===== src/rtl/instr_sequencer_if.sv =====
// Instruction/control bundle between the instruction source, the sequencer and the datapath.
interface instr_sequencer_if;
   logic [15:0] in;
   logic        load;
   logic        s;
   logic        w;
   logic [2:0]  readnum;
   logic [2:0]  writenum;
   logic        write;
   logic        vsel;
   logic        loada;
   logic        loadb;
   logic        loadc;
   logic        loads;
   logic        asel;
   logic        bsel;
   logic [1:0]  shift;
   logic [1:0]  ALUop;
   logic [15:0] sximm8;
   logic        err;

   modport master (
      output in, load, s,
      input  w, readnum, writenum, write, vsel, loada, loadb, loadc, loads,
             asel, bsel, shift, ALUop, sximm8, err
   );

   modport slave (
      input  in, load, s,
      output w, readnum, writenum, write, vsel, loada, loadb, loadc, loads,
             asel, bsel, shift, ALUop, sximm8, err
   );
endinterface


===== src/rtl/instr_sequencer.sv =====
// Instruction register, decoder and Moore FSM sequencing the Simple RISC Machine datapath.
// Define SEQ_ILLEGAL_TRAP_EN to trap illegal instructions in a HALT state with err=1.
module instr_sequencer (
   input logic          clk,
   input logic          reset,
   instr_sequencer_if.slave bus
);

   typedef enum logic [2:0] {
      StWait, StDecode, StWrImm, StGetA, StGetB, StExec, StWrReg
`ifdef SEQ_ILLEGAL_TRAP_EN
      , StHalt
`endif
   } state_e;

   state_e      state_q;
   logic [15:0] ir_q;
   logic        w_q, write_q, vsel_q, loada_q, loadb_q, loadc_q, loads_q, asel_q;
   logic [2:0]  readnum_q, writenum_q;
   logic [1:0]  alu_op_q;

   logic [2:0] opcode, rn, rd, rm;
   logic [1:0] op;
   logic       is_mov_imm, is_mov_reg, is_alu, is_cmp, is_mvn;

   assign opcode     = ir_q[15:13];
   assign op         = ir_q[12:11];
   assign rn         = ir_q[10:8];
   assign rd         = ir_q[7:5];
   assign rm         = ir_q[2:0];
   assign is_mov_imm = (opcode == 3'b110) && (op == 2'b10);
   assign is_mov_reg = (opcode == 3'b110) && (op == 2'b00);
   assign is_alu     = (opcode == 3'b101);
   assign is_cmp     = is_alu && (op == 2'b01);
   assign is_mvn     = is_alu && (op == 2'b11);

`ifdef SEQ_ILLEGAL_TRAP_EN
   logic err_q;
   assign bus.err = err_q;
`else
   assign bus.err = 1'b0;
`endif

   // Outputs are registered alongside the state so they always match the state being entered.
   always_ff @(posedge clk) begin
      if (reset) begin
         state_q    <= StWait;
         ir_q       <= '0;
         w_q        <= 1'b1;
         readnum_q  <= '0;
         writenum_q <= '0;
         write_q    <= 1'b0;
         vsel_q     <= 1'b0;
         loada_q    <= 1'b0;
         loadb_q    <= 1'b0;
         loadc_q    <= 1'b0;
         loads_q    <= 1'b0;
         asel_q     <= 1'b0;
         alu_op_q   <= '0;
`ifdef SEQ_ILLEGAL_TRAP_EN
         err_q      <= 1'b0;
`endif
      end else begin
         w_q        <= 1'b0;
         readnum_q  <= '0;
         writenum_q <= '0;
         write_q    <= 1'b0;
         vsel_q     <= 1'b0;
         loada_q    <= 1'b0;
         loadb_q    <= 1'b0;
         loadc_q    <= 1'b0;
         loads_q    <= 1'b0;
         asel_q     <= 1'b0;
         alu_op_q   <= '0;
         case (state_q)
            StWait: begin
               if (bus.load) ir_q <= bus.in;
               if (bus.s) state_q <= StDecode;
               else       w_q     <= 1'b1;
            end
            StDecode: begin
               if (is_mov_imm) begin
                  state_q    <= StWrImm;
                  writenum_q <= rn;
                  vsel_q     <= 1'b1;
                  write_q    <= 1'b1;
               end else if (is_mov_reg || is_mvn) begin
                  state_q   <= StGetB;
                  readnum_q <= rm;
                  loadb_q   <= 1'b1;
               end else if (is_alu) begin
                  state_q   <= StGetA;
                  readnum_q <= rn;
                  loada_q   <= 1'b1;
               end else begin
`ifdef SEQ_ILLEGAL_TRAP_EN
                  state_q <= StHalt;
                  err_q   <= 1'b1;
`else
                  state_q <= StWait;
                  w_q     <= 1'b1;
`endif
               end
            end
            StGetA: begin
               state_q   <= StGetB;
               readnum_q <= rm;
               loadb_q   <= 1'b1;
            end
            StGetB: begin
               state_q  <= StExec;
               alu_op_q <= is_alu ? op : 2'b00;
               asel_q   <= is_mov_reg || is_mvn;
               loads_q  <= is_cmp;
               loadc_q  <= !is_cmp;
            end
            StExec: begin
               if (is_cmp) begin
                  state_q <= StWait;
                  w_q     <= 1'b1;
               end else begin
                  state_q    <= StWrReg;
                  writenum_q <= rd;
                  write_q    <= 1'b1;
               end
            end
            StWrImm, StWrReg: begin
               state_q <= StWait;
               w_q     <= 1'b1;
            end
`ifdef SEQ_ILLEGAL_TRAP_EN
            StHalt: begin
               err_q <= 1'b1;
            end
`endif
            default: begin
               state_q <= StWait;
               w_q     <= 1'b1;
            end
         endcase
      end
   end

   assign bus.w        = w_q;
   assign bus.readnum  = readnum_q;
   assign bus.writenum = writenum_q;
   assign bus.write    = write_q;
   assign bus.vsel     = vsel_q;
   assign bus.loada    = loada_q;
   assign bus.loadb    = loadb_q;
   assign bus.loadc    = loadc_q;
   assign bus.loads    = loads_q;
   assign bus.asel     = asel_q;
   assign bus.bsel     = 1'b0;
   assign bus.ALUop    = alu_op_q;
   assign bus.shift    = ir_q[4:3];
   assign bus.sximm8   = {{8{ir_q[7]}}, ir_q[7:0]};

endmodule


===== src/flat_wrapper.sv =====
// flat-port wrapper written by rule: the top's interface ports become plain ports
module instr_sequencer_flat 
  (clk, reset, bus_in, bus_load, bus_s, bus_w, bus_readnum, bus_writenum, bus_write, bus_vsel, bus_loada, bus_loadb, bus_loadc, bus_loads, bus_asel, bus_bsel, bus_shift, bus_ALUop, bus_sximm8, bus_err);
  instr_sequencer_if bus_i ();
  input logic clk;
  input logic reset;
  input wire logic [$bits(bus_i.in)-1:0] bus_in;
  input wire logic [$bits(bus_i.load)-1:0] bus_load;
  input wire logic [$bits(bus_i.s)-1:0] bus_s;
  output wire logic [$bits(bus_i.w)-1:0] bus_w;
  output wire logic [$bits(bus_i.readnum)-1:0] bus_readnum;
  output wire logic [$bits(bus_i.writenum)-1:0] bus_writenum;
  output wire logic [$bits(bus_i.write)-1:0] bus_write;
  output wire logic [$bits(bus_i.vsel)-1:0] bus_vsel;
  output wire logic [$bits(bus_i.loada)-1:0] bus_loada;
  output wire logic [$bits(bus_i.loadb)-1:0] bus_loadb;
  output wire logic [$bits(bus_i.loadc)-1:0] bus_loadc;
  output wire logic [$bits(bus_i.loads)-1:0] bus_loads;
  output wire logic [$bits(bus_i.asel)-1:0] bus_asel;
  output wire logic [$bits(bus_i.bsel)-1:0] bus_bsel;
  output wire logic [$bits(bus_i.shift)-1:0] bus_shift;
  output wire logic [$bits(bus_i.ALUop)-1:0] bus_ALUop;
  output wire logic [$bits(bus_i.sximm8)-1:0] bus_sximm8;
  output wire logic [$bits(bus_i.err)-1:0] bus_err;
  assign bus_i.in = bus_in;
  assign bus_i.load = bus_load;
  assign bus_i.s = bus_s;
  assign bus_w = bus_i.w;
  assign bus_readnum = bus_i.readnum;
  assign bus_writenum = bus_i.writenum;
  assign bus_write = bus_i.write;
  assign bus_vsel = bus_i.vsel;
  assign bus_loada = bus_i.loada;
  assign bus_loadb = bus_i.loadb;
  assign bus_loadc = bus_i.loadc;
  assign bus_loads = bus_i.loads;
  assign bus_asel = bus_i.asel;
  assign bus_bsel = bus_i.bsel;
  assign bus_shift = bus_i.shift;
  assign bus_ALUop = bus_i.ALUop;
  assign bus_sximm8 = bus_i.sximm8;
  assign bus_err = bus_i.err;
  instr_sequencer u_core (.clk(clk), .reset(reset), .bus(bus_i));
endmodule

===== config.mk =====
export PLATFORM = sky130hd
export DESIGN_NAME = instr_sequencer_flat
export DESIGN_NICKNAME = d
export VERILOG_FILES = /design/src/rtl/instr_sequencer_if.sv /design/src/rtl/instr_sequencer.sv /design/src/flat_wrapper.sv
export SDC_FILE = /design/constraint.sdc
export NUM_CORES = 1
export LEC_CHECK = 0
export BUFFER_PORTS_ARGS = -buffer_cell sky130_fd_sc_hd__buf_2
export CAP_MARGIN = 20
export CORE_ASPECT_RATIO = 1.1
export CORE_MARGIN = 2
export CORE_UTILIZATION = 35
export CTS_BUF_LIST = sky130_fd_sc_hd__clkbuf_2
export CTS_CLUSTER_DIAMETER = 40
export DETAILED_ROUTE_END_ITERATION = 8
export GPL_TIMING_DRIVEN = 1
export SLEW_MARGIN = 40
export SYNTH_ARGS = -nofsm -noshare
export SYNTH_HDL_FRONTEND = slang
export SYNTH_SLANG_ARGS = --single-unit

===== constraint.sdc =====
create_clock -name clk -period 1.9 [get_ports clk]
set_input_delay 0.095 -clock clk [delete_from_list [all_inputs] [get_ports clk]]
set_output_delay 0.095 -clock clk [all_outputs]
set_load 0.05 [all_outputs]

==> impl_metrics.json <==
{
  "grt_pass1_vias": 1181,
  "pwr_density_cell_mw_per_mm2": 731,
  "power.share.clock_pct": 23.6,
  "cp-startpoint": "u_core.ir_q[15]$_SDFFE_PP0P_",
  "start_util_pct": 35.7,
  "wirelength_um": 3350,
  "status": "finished clean",
  "rows": 25,
  "synthToLayoutAreaGrowth_pct": 25.4,
  "fp.dieW_um": 66.6,
  "cts_max_level": 2,
  "hold_violations": 0,
  "crit_required_ps": 2190,
  "ys_ff_latch": 35,
  "clk_path_buf_depth": 2,
  "yosysWarnings": 0,
  "post-route-cell-area_sq_mm": 0.00189,
  "portBuffers": 53,
  "async_reset_ff_share_pct": 0,
  "remaining_drc_errors": 0,
  "avgRoutedWirePerCell_um": 11.8,
  "die_h_um": 72.9,
  "grt_pass1_wl_um": 5280,
  "yosysUniqueCellTypes": 37,
  "ant_nets": 0,
  "gp_congestion": 0.751,
  "maxSlewHeadroom_pct": 64.3,
  "syn_area_per_cell_sq_um": 8.67,
  "cts_buffers": 5,
  "place_ws_ps": 307,
  "wl_met2_um": 1640,
  "yosys.area.top_type_share_pct": 46.4,
  "clock_sinks": 35,
  "hp-class": "primary input to flip-flop",
  "fin_ws_ps": 263,
  "yosys.area.top_type": "dfxtp_1",
  "io_pins": 56,
  "worstHoldStart": "bus_s",
  "coreArea_sq_mm": 0.00422,
  "cts_tree": "built",
  "grt_max_degree": 17,
  "cp-start-kind": "flip-flop",
  "synthTopCellsByArea": "dfxtp_1 (46%), buf_4 (10%), nand2_1 (9.5%), a21oi_1 (7.0%), nor2_1 (1.7%)",
  "leakage_uw": 0.000835,
  "antenna_found_initial": 0,
  "max_cap_violations": 0,
  "first_iter_violations": 63,
  "syn_area_sq_mm": 0.00151,
  "clk_latency_ps": 370,
  "final_util_pct": 44.8,
  "wl_met1_um": 1480,
  "wl_met3_um": 207,
  "max_stage_delay_ps": 530,
  "fin_skew_ps": 22.9,
  "netSwitchingPower_uw": 443,
  "synth_ff_type": "dfxtp_1",
  "rsz0062_at_grt": "no",
  "crit_arrival_ps": 1930,
  "finalCriticalPeriod_ps": 1640,
  "regToRegStartpoint": "u_core.ir_q[15]$_SDFFE_PP0P_",
  "max_freq_mhz": 611,
  "cts_setup_buffers": 0,
  "synth_edf_count": 0,
  "period_share_pct": 86.2,
  "power.share.sequential_pct": 57.2,
  "num-nets-final": 248,
  "drive_gt1_share_pct": 29.3,
  "slew_viol_final": 0,
  "switching_share_pct": 32.0,
  "track_usage_pct": 14.5,
  "cp_slowest_cell": "a2111o_1",
  "overflow": 0,
  "yosys.cell_count.top_type": "nand2_1",
  "synth_cells": 174,
  "placed_area_sq_mm": 0.00168,
  "synth_common_cells": "nand2_1 (38), dfxtp_1 (35), a21oi_1 (21)",
  "critical_path_class": "flip-flop to flip-flop",
  "setup-tns-final_ps": 0,
  "power.internal_uw": 939,
  "ir_drop_uv": 324,
  "path_cells": "nand3b_2 > a2111o_1 > o32ai_1",
  "p_comb_share_pct": 19.3,
  "dieArea_sq_mm": 0.00485,
  "drtPass1Iterations": 4,
  "yosysSeqAreaShare_pct": 46.4,
  "avgViaCountPerCell": 4.71,
  "hpwl_um": 2300,
  "num_vias": 1332,
  "tightest_slew_ps": 535,
  "n_antenna_cell": 0,
  "setup-violations-final": 0,
  "cts-root-buf": "clkbuf_2",
  "routed.top_layer": "met4",
  "clk_pin_slew_worst_paths_ps": 180,
  "cp_max_fo": 8,
  "cp-end-kind": "flip-flop"
}
critical path, delay by kind of cell (launching register included):
family | cells | cell delay (ps)
simple gates | 1 | 240
flops | 1 | 510
compound gates | 2 | 810
flip-flops by register name, indices dropped and copies added, names as in the netlist:
name	count
u_core.bus.loada	1
u_core.bus.write	1
u_core.state_q	3
u_core.bus.vsel	1
u_core.bus.ALUop	2
u_core.bus.asel	1
u_core.bus.loadc	1
u_core.bus.writenum	3
u_core.bus.w	1
u_core.ir_q	16
u_core.bus.readnum	3
u_core.bus.loads	1
u_core.bus.loadb	1
routing by layer:
| metal | global-route usage (%) | vias up |
|---|---|---|
| li1 | - | 679 |
| met1 | 17.7 | 606 |
| met2 | 23.9 | 42 |
| met3 | 4.78 | 5 |
| met4 | 5.22 | 0 |
| met5 | 0 | - |
power by group through the flow:
stage | sequential [uW] | combinational, uW | clock [uW]
after detailed placement | 806 | 241 | 0
after CTS | 790 | 268 | 338
after floorplan | 805 | 211 | 0
after global placement | 806 | 240 | 0
final | 790 | 266 | 326
after global routing | 796 | 287 | 365
through the flow:
| stage | std cells | power, uW | hold slack (ps) |
|---|---|---|---|
| 6_report | 283 | 1380 | 186 |
| 5_1_grt | 283 | 1450 | 195 |
| 4_1_cts | 283 | 1400 | 152 |
| 3_5_place_dp | 258 | 1050 | 343 |
| 3_3_place_gp | 258 | 1050 | 342 |
| 2_1_floorplan | 175 | 1020 | 231 |
final timing paths:
kind / to / slack, ps / depth (start not counted)
worst max-delay path: u_core.bus.readnum[2]$_SDFF_PP0_ / 260 / 3
worst min register to register: u_core.ir_q[4]$_SDFFE_PP0P_ / 480 / 2
worst max register to register: u_core.bus.readnum[2]$_SDFF_PP0_ / 260 / 3
worst min-delay path: u_core.state_q[0]$_SDFFE_PP0N_ / 190 / 4
cells in the final DEF, fill, tap and decap left out, drive strengths merged:
master and instances:
nor2 7, o21bai 1, clkinv 2, a2111o 1
nor2b 4, a31o 1, inv 3, clkbuf 6
a221oi 1, a31oi 1, nor3b 2, nor4b 1
o32ai 3, a2111oi 1, and3b 2, conb 2
nand2 38, nand4 3, buf 57, and2 2
o21ai 3, nor3 2, a22oi 1, nand3b 1
dfxtp 35, nand2b 3, or2 1, o211ai 3
and4b 1, or4b 2, a21oi 21, a21o 1
dlygate4sd3 17
cell type report:
cell class	count	area [sq um]
sequential	35	701
clock buffer	6	30.0
fill	449	2330
tap	54	67.6
clock inverter	2	7.51
inverter	3	11.3
timing repair buffer	74	465
multi-input combinational	109	609
repair_timing:
action,in CTS,in global routing
gates resized for setup,0,0
hold buffers,17,0
endpoints found under the hold margin,16,0
kinds of logic after synthesis:
logic type | after synthesis | synth area share [%]
buffers and inverters | 31 | 13.4
AO/OA/AOI/OAI | 38 | 15.7
other | 1 | 0.249
flip-flops | 35 | 46.4
AND/OR/NAND/NOR | 69 | 24.2
(Power assumes the default switching activity.)
